**config.mk**
```make
export PLATFORM = sky130hd
export DESIGN_NAME = ysyx_23060221_icache
export DESIGN_NICKNAME = d
export VERILOG_FILES = /design/src/rtl/ysyx_23060221_icache.sv
export SDC_FILE = /design/constraint.sdc
export NUM_CORES = 2
export LEC_CHECK = 0
export CAP_MARGIN = 20
export CORE_ASPECT_RATIO = 1.5
export CORE_UTILIZATION = 45
export CTS_CLUSTER_DIAMETER = 50
export DETAILED_ROUTE_END_ITERATION = 8
export DONT_BUFFER_PORTS = 1
export MAX_ROUTING_LAYER = met4
export PLACE_DENSITY = 0.63
export SLEW_MARGIN = 20
export SYNTH_ARGS = -nofsm -noshare
export SYNTH_HDL_FRONTEND = slang
export SYNTH_SLANG_ARGS = --single-unit
```
**constraint.sdc**
```tcl
create_clock -name clk -period 5.24 [get_ports clk]
set_input_delay 1.048 -clock clk [delete_from_list [all_inputs] [get_ports clk]]
set_output_delay 1.048 -clock clk [all_outputs]
set_load 0.02 [all_outputs]
```
**src/rtl/ysyx_23060221_icache.sv**
```systemverilog
// rtl/ysyx_23060221_icache.sv - direct-mapped read-only instruction cache with AXI4 line refill
// Hits answer from local storage; misses refill a whole line with one INCR burst.
module ysyx_23060221_icache #(
  parameter int SETS       = 16,
  parameter int LINE_WORDS = 4
) (
  input  logic        clk,
  input  logic        rst,
  input  logic        fence_i,
  input  logic        s_arvalid,
  output logic        s_arready,
  input  logic [31:0] s_araddr,
  input  logic [3:0]  s_arid,
  input  logic [7:0]  s_arlen,
  input  logic [2:0]  s_arsize,
  input  logic [1:0]  s_arburst,
  output logic        s_rvalid,
  input  logic        s_rready,
  output logic [31:0] s_rdata,
  output logic [1:0]  s_rresp,
  output logic        s_rlast,
  output logic [3:0]  s_rid,
  output logic        m_arvalid,
  input  logic        m_arready,
  output logic [31:0] m_araddr,
  output logic [3:0]  m_arid,
  output logic [7:0]  m_arlen,
  output logic [2:0]  m_arsize,
  output logic [1:0]  m_arburst,
  input  logic        m_rvalid,
  output logic        m_rready,
  input  logic [31:0] m_rdata,
  input  logic [1:0]  m_rresp,
  input  logic        m_rlast,
  input  logic [3:0]  m_rid
);
  localparam int OW = $clog2(LINE_WORDS);
  localparam int IW = $clog2(SETS);
  localparam int OB = 2 + OW;
  localparam int TW = 32 - OB - IW;

  localparam logic [2:0] IDLE    = 3'd0;
  localparam logic [2:0] LOOKUP  = 3'd1;
  localparam logic [2:0] MISS_AR = 3'd2;
  localparam logic [2:0] MISS_R  = 3'd3;
  localparam logic [2:0] RESP    = 3'd4;

  logic [2:0]      state;
  logic [31:0]     req_addr;
  logic [3:0]      req_id;
  logic            fence_pending;
  logic            err;
  logic [OW-1:0]   cnt;
  logic [SETS-1:0] valid;
  logic [TW-1:0]   tag_arr  [SETS];
  logic [31:0]     data_arr [SETS][LINE_WORDS];

  logic [OW-1:0] req_off;
  logic [IW-1:0] req_idx;
  logic [TW-1:0] req_tag;
  logic          hit;
  logic          beat;
  logic          err_next;
  logic [31:0]   beat_word;
  logic          unused_ok;

  assign req_off  = req_addr[OB-1:2];
  assign req_idx  = req_addr[OB+IW-1:OB];
  assign req_tag  = req_addr[31:OB+IW];
  assign hit      = valid[req_idx] && (tag_arr[req_idx] == req_tag);
  assign beat     = (state == MISS_R) && m_rvalid;
  assign err_next = err | (m_rresp != 2'b00);
  // The requested word may be the beat arriving right now, not yet in the array.
  assign beat_word = (cnt == req_off) ? m_rdata : data_arr[req_idx][req_off];

  assign s_arready = (state == IDLE) && !fence_pending;
  assign s_rlast   = s_rvalid;
  assign m_arid    = 4'd0;
  assign m_arlen   = 8'(LINE_WORDS - 1);
  assign m_arsize  = 3'b010;
  assign m_arburst = 2'b01;
  assign unused_ok = ^{s_arlen, s_arsize, s_arburst, s_araddr[1:0], m_rid};

  always_ff @(posedge clk or negedge rst) begin
    if (!rst) begin
      state         <= IDLE;
      req_addr      <= '0;
      req_id        <= '0;
      fence_pending <= 1'b0;
      err           <= 1'b0;
      cnt           <= '0;
      valid         <= '0;
      s_rvalid      <= 1'b0;
      s_rdata       <= '0;
      s_rresp       <= 2'b00;
      s_rid         <= '0;
      m_arvalid     <= 1'b0;
      m_rready      <= 1'b0;
      m_araddr      <= '0;
    end else begin
      case (state)
        IDLE: begin
          if (fence_pending) begin
            valid         <= '0;
            fence_pending <= 1'b0;
          end else if (s_arvalid) begin
            req_addr <= s_araddr;
            req_id   <= s_arid;
            state    <= LOOKUP;
          end
        end
        LOOKUP: begin
          if (hit) begin
            s_rvalid <= 1'b1;
            s_rdata  <= data_arr[req_idx][req_off];
            s_rresp  <= 2'b00;
            s_rid    <= req_id;
            state    <= RESP;
          end else begin
            m_arvalid <= 1'b1;
            m_araddr  <= {req_addr[31:OB], {OB{1'b0}}};
            state     <= MISS_AR;
          end
        end
        MISS_AR: begin
          if (m_arready) begin
            m_arvalid <= 1'b0;
            m_rready  <= 1'b1;
            cnt       <= '0;
            err       <= 1'b0;
            state     <= MISS_R;
          end
        end
        MISS_R: begin
          if (m_rvalid) begin
            cnt <= cnt + {{(OW-1){1'b0}}, 1'b1};
            err <= err_next;
            // Only rlast ends the refill; the beat count is not enforced.
            if (m_rlast) begin
              m_rready       <= 1'b0;
              valid[req_idx] <= ~err_next;
              s_rvalid       <= 1'b1;
              s_rdata        <= beat_word;
              s_rresp        <= err_next ? 2'b10 : 2'b00;
              s_rid          <= req_id;
              state          <= RESP;
            end
          end
        end
        RESP: begin
          if (s_rready) begin
            s_rvalid <= 1'b0;
            err      <= 1'b0;
            state    <= IDLE;
          end
        end
        default: state <= IDLE;
      endcase
      if (fence_i) fence_pending <= 1'b1;
    end
  end

  always_ff @(posedge clk) begin
    if (beat) begin
      data_arr[req_idx][cnt] <= m_rdata;
      if (m_rlast) tag_arr[req_idx] <= req_tag;
    end
  end
endmodule

```
## Word level (Yosys, flattened, before mapping)

Memories as Yosys holds them, arrays and structs flattened.
Index checks and enable logic that the tools add are counted.

- Register bits: 128
- Bits in latches: 0
- RAM bits: 2432
- ROM bits: 0
- Input bits: 95
- Output and inout bits: 92
- Memories kept: 2

- Add/subtract/negate cells: 1
- $mul: 0
- Div/mod/pow operators: 0
- Magnitude comparators: 5
- Equality and inequality tests: 15
- Shift operators: 0
- Muxes and demuxes: 60
- Bitwise logic cells: 6
- Reductions and logical operators: 25

Memories:

| memory | depth | bits a word | read ports | clocked after Yosys merged registers in | wr ports | RTL line | text |
|---|---|---|---|---|---|---|---|
| data_arr | 16 | 128 | 1 | 0 | 1 | 56 | `logic [31:0] data_arr [SETS][LINE_WORDS];` |
| tag_arr | 16 | 24 | 1 | 0 | 1 | 55 | `logic [TW-1:0] tag_arr [SETS];` |

Operators by type and width:

| operator | count |
|---|---|
| $mux 32 | 7 |
| $mux 128 | 1 |
| $bmux 32 s2 | 1 |
| $demux 32 s2 | 1 |
| $pmux 32 s2 | 1 |
| $mux 16 | 3 |
| $pmux 16 s2 | 1 |
| $eq 24x24->1 | 1 |
| $mux 3 | 7 |
| $mux 1 | 18 |
| $ne 2x2->1 const B | 9 |
| $bwmux 16 | 1 |
| $reduce_and 4->1 | 4 |
| $pmux 3 s5 | 1 |
| $mux 2 | 6 |
| $mux 4 | 3 |
| $reduce_bool 2->1 | 6 |
| $reduce_and 3->1 | 3 |
| $pmux 2 s2 | 2 |
| $pmux 4 s2 | 1 |
| $eq 3x2->1 const B | 2 |
| $ge 3x3->1 const B | 2 |
| $not 2->3 | 2 |
| $pmux 1 s3 | 2 |
| other kinds (19) | 27 |

## Logic depth before layout (Yosys ltp)

- Depth in word-level cells: 8
- Mapped depth: 16
- Gate-level depth less buffers: 9

## Worst setup path after synthesis

No wires, ideal clock.

- Path kind: register -> register
- Start point: register req_addr[5]
- End point: memory data_arr[6][0] (netlist bit) (enable)
- Library setup time: 0.421 ns
- Arrival: 3.823 ns
- Data required time: 4.819 ns
- Setup slack: 0.996 ns
- Cell stages (with the launch flop): 11
- Buffers on the path: 7
- Path through: dfrtp_1 > buf_2 > buf_2 > buf_2 > buf_2 > buf_1 > clkbuf_1 > clkbuf_1 > nor2b_1 > nand2_1 > nor2_1

RTL lines:

| what | RTL line | text |
|---|---|---|
| start: declaration | 49 | `logic [31:0] req_addr;` |
| start signal: assignment | 107 | `req_addr <= s_araddr;` |
| end: declaration | 56 |  |

Straight into the memory's write port.

## Worst setup path in the final report

- Start point: register req_addr[5]
- End point: register s_rdata[24]

- Longest elaborated chain between the ends: 8

Ends and longest elaborated chain:

| what | RTL line | text |
|---|---|---|
| $mem_v2 16x128 | n/a |  |
| $bmux 32 s2 | 74, 115 |  |
| $mux 32 (implied by the code) (2 in a row) | 74, 115 |  |
| $mux 32 | 74 | `assign beat_word = (cnt == req_off) ? m_rdata : data_arr[req_idx][req_off];` |
| $mux 32 | 139 | `if (m_rlast) begin` |
| $mux 32 | 135 | `if (m_rvalid) begin` |
| $pmux 32 s2 | 101 | `case (state)` |
| end signal: assignment | 115 | `s_rdata <= data_arr[req_idx][req_off];` |
| end signal: assignment | 143 | `s_rdata <= beat_word;` |
| end: declaration | 19 | `output logic [31:0] s_rdata,` |

Parallel ways exist; a longest one is shown, timed or not. The select of a mux whose other input is x is not followed.
A chain may end at the register's enable or synchronous reset.

==> impl_results.md <==
- Crit path launch type: flop
- Slew margin rel.: 0.286
- Adder-Cell Fraction of Synth Area: 0.000504
- Clock Path Buffers: 4
- Worst path arrival time: 5270 ps
- Area Overhead vs Synth: 12.7%
- CTS Hold Bufs: 1
- Initial antenna violation count: 7
- Register area share after synthesis: 0.767
- Placed Cells: 7749
- Outcome: complete, no violations
- Cell Area, Synth: 99200 sq um
- Vias in the first global route: 49821
- GRT Util Overall: 0.228
- Mean number of vias per cell: 6.00
- Row cnt: 210
- PortBufs: 0
- # fillers: 17192
- Die Span X: 385 microns
- DRT iter0 DRCs: 4515
- CP bufs+invs: 3
- CTS clock-pin slew for the worst setup and hold paths: 70 ps
- Netlist cell types: 60
- Mapped Cells: 4918
- Required time of the critical path: 6030 ps
- Leak Pwr: 35.9 nW
- Syn avg cell area: 20.2 sq um
- Post-synth EDFFs: 2432
- Post-synthesis mux area share: 0.153
- Critical path depth in cells: 12
- Worst min path class: in -> async
- Clock root buffer: clkbuf_16
- Most frequent CP cell: buf_4
- Main combinational cell family by area after synthesis: multiplexers
- VDD IR max: 0.416 mV
- Worst Tran Pin Value: 1070 ps
- Die area: 222000 sq um
- Reg2Reg Depth: 12
- Fin cells: 8182
- Final setup vio count: 0
- Synth Area in Compound Gates: 0.0424
- CP endpoint kind: flop
- TritonCTS buffer count: 234
- Main synth FF type: edfxtp_1
- Fin crit period: 4480 ps
- Hold Vio Cnt, Final: 0
- Commonest non-fill, non-tap cell in the layout: edfxtp_1
- Starting Density: 0.454
- Worst path cell trace: buf_4 -> nor2_1 -> nand2_1 -> buf_4 -> o22ai_1 -> nor4_1 -> o21ai_0 -> a2111oi_0 -> buf_4 -> a21oi_1 -> mux2_2 -> mux2_2
- Clk_lat worst skew: 900 ps
- Maximum fanout along the worst path: 37
- Nets@finish: 5223
- Max-slew violations: 0
- Resized cells post-CTS: 0
- Pre-antenna DRT Iters: 6
- DP HPWL: 132000 microns
- GR Overflow Total: 0
- Total Wirelength: 247000 microns
- Layout cell share with drive strength beyond 1: 0.250
- CTS H-tree lvls: 4
- Synth Area in Simple Gates: 0.0167
- Number of max-cap violations: 0
- Synth Register Bits: 2557
- Post-Synth XOR/XNOR Area: 0.00274
- Worst path slowest cell: nor4_1
- Synth Warn #: 0
- Crit path max-delay family: buffers and inverters
- Final period util: 0.855
- Largest net degree at the start of global routing: 126
- Async SR Flop Fraction: 0.0489
- Power Density: 517 nW/um^2
- CP peak stage delay: 820 ps
- Number of setup buffers added after CTS: 0
- I/O pins: 187
- Final TNS setup: 0 ps
- First-pass GRT wire length: 350000 microns
- Max frequency: 0.223 GHz
- Routed len/inst: 30.2 microns
- Routed via count: 49078
- Clk sinks: 2557
- Post-route DRC: 0
- GPL Wtd Cong: 0.813
- Worst Clk Skew: 103 ps
- Core area: 219000 sq um
- RSZ-0062 raised after global routing: no
- Die Ht: 577 microns
- TritonCTS clock tree: done
- Commonest cells after routing, fill and taps aside: edfxtp_1, mux4_2, mux2i_1
- Crit Path Category: reg -> reg
- Routed Antenna Nets: 0
-- power breakdown --
| part | switching (W) | internal (W) | total (W) | leakage, nW |
|---|---|---|---|---|
| registers | 0.00115 | 0.0234 | 0.0245 | 23.4 |
| clock network | 0.00739 | 0.00957 | 0.0170 | 3.69 |
| logic | 0.00945 | 0.00690 | 0.0164 | 8.75 |
-- routing by layer --
layer | track usage | vias up | part of all wire
met2 | 0.381 | 1775 | 0.51
li1 | - | 20610 | -
met4 | 0.0927 | 0 | 0.045
met1 | 0.276 | 26211 | 0.38
met3 | 0.0351 | 482 | 0.066
met5 | - | - | 0
-- synth_stat cells (67+ instances only) --
| cell type | number | area, sq um |
|---|---|---|
| o221ai_1 | 67 | 587 |
| mux2i_1 | 360 | 3600 |
| edfxtp_1 | 2432 | 73000 |
| a21oi_1 | 125 | 626 |
| dfrtp_1 | 125 | 3130 |
| clkbuf_1 | 154 | 578 |
| buf_2 | 67 | 335 |
| mux4_2 | 379 | 8540 |
| o22ai_1 | 132 | 826 |
| nand2_1 | 132 | 495 |
| a22oi_1 | 159 | 1190 |
| mux2_2 | 235 | 2650 |
| nor2_1 | 95 | 357 |
-- flip-flops by register name, summed over array words and instances (netlist names), 2 cells and up --
| signal | flops |
|---|---|
| cnt | 2 |
| data_arr | 2048 |
| m_araddr | 28 |
| req_addr | 30 |
| req_id | 4 |
| s_rdata | 32 |
| s_rid | 4 |
| state | 3 |
| tag_arr | 384 |
| valid | 16 |
-- through the flow --
step                power (W)  area (sq um)   util  hold slack, ps  worst slack [ps]
floorplan              0.0350         99300      -             475               996
global placement       0.0412        104000  0.477             481               743
detailed placement     0.0413        104000  0.477             493               717
CTS                    0.0582        112000  0.512             116               694
global route           0.0597        112000  0.512            84.6               528
finish                 0.0578        112000  0.512            31.9               760
-- worst paths after layout --
kind                            slack (ps)                    start                         to
worst max register to register         760  req_addr[5]$_DFFE_PN0P_    s_rdata[24]$_DFFE_PN0P_
worst min register to register         500    req_id[1]$_DFFE_PN0P_       s_rid[1]$_DFFE_PN0P_
worst max-delay path                   760  req_addr[5]$_DFFE_PN0P_    s_rdata[24]$_DFFE_PN0P_
worst min-delay path                    30                      rst   m_araddr[28]$_DFFE_PN0P_
min in group clk                       240              m_rdata[16]  data_arr[8][80]$_DFFE_PP_
max in group asynchronous             4310                      rst    req_addr[2]$_DFFE_PN0P_
-- final cells by class --
class                      count  area (sq um)  area share
inverter                      48           180     0.00161
timing repair buffer         249          2240      0.0200
antenna                        6          15.0    0.000134
clock inverter               140          1420      0.0126
sequential                  2557         76200       0.681
clock buffer                 286          6110      0.0546
multi-input combinational   2034         22200       0.198
tap                         2862          3580      0.0320
-- logic make-up after synthesis --
kind of cell,count (synthesis)
buffers and inverters,347
AOI/OAI and AO/OA,619
muxes,1001
other,2
adders and majority gates,4
xor gates and xnor gates,31
and+or+nand+nor,357
DFF,2557
No activity file was read; power rests on OpenSTA's default activity.
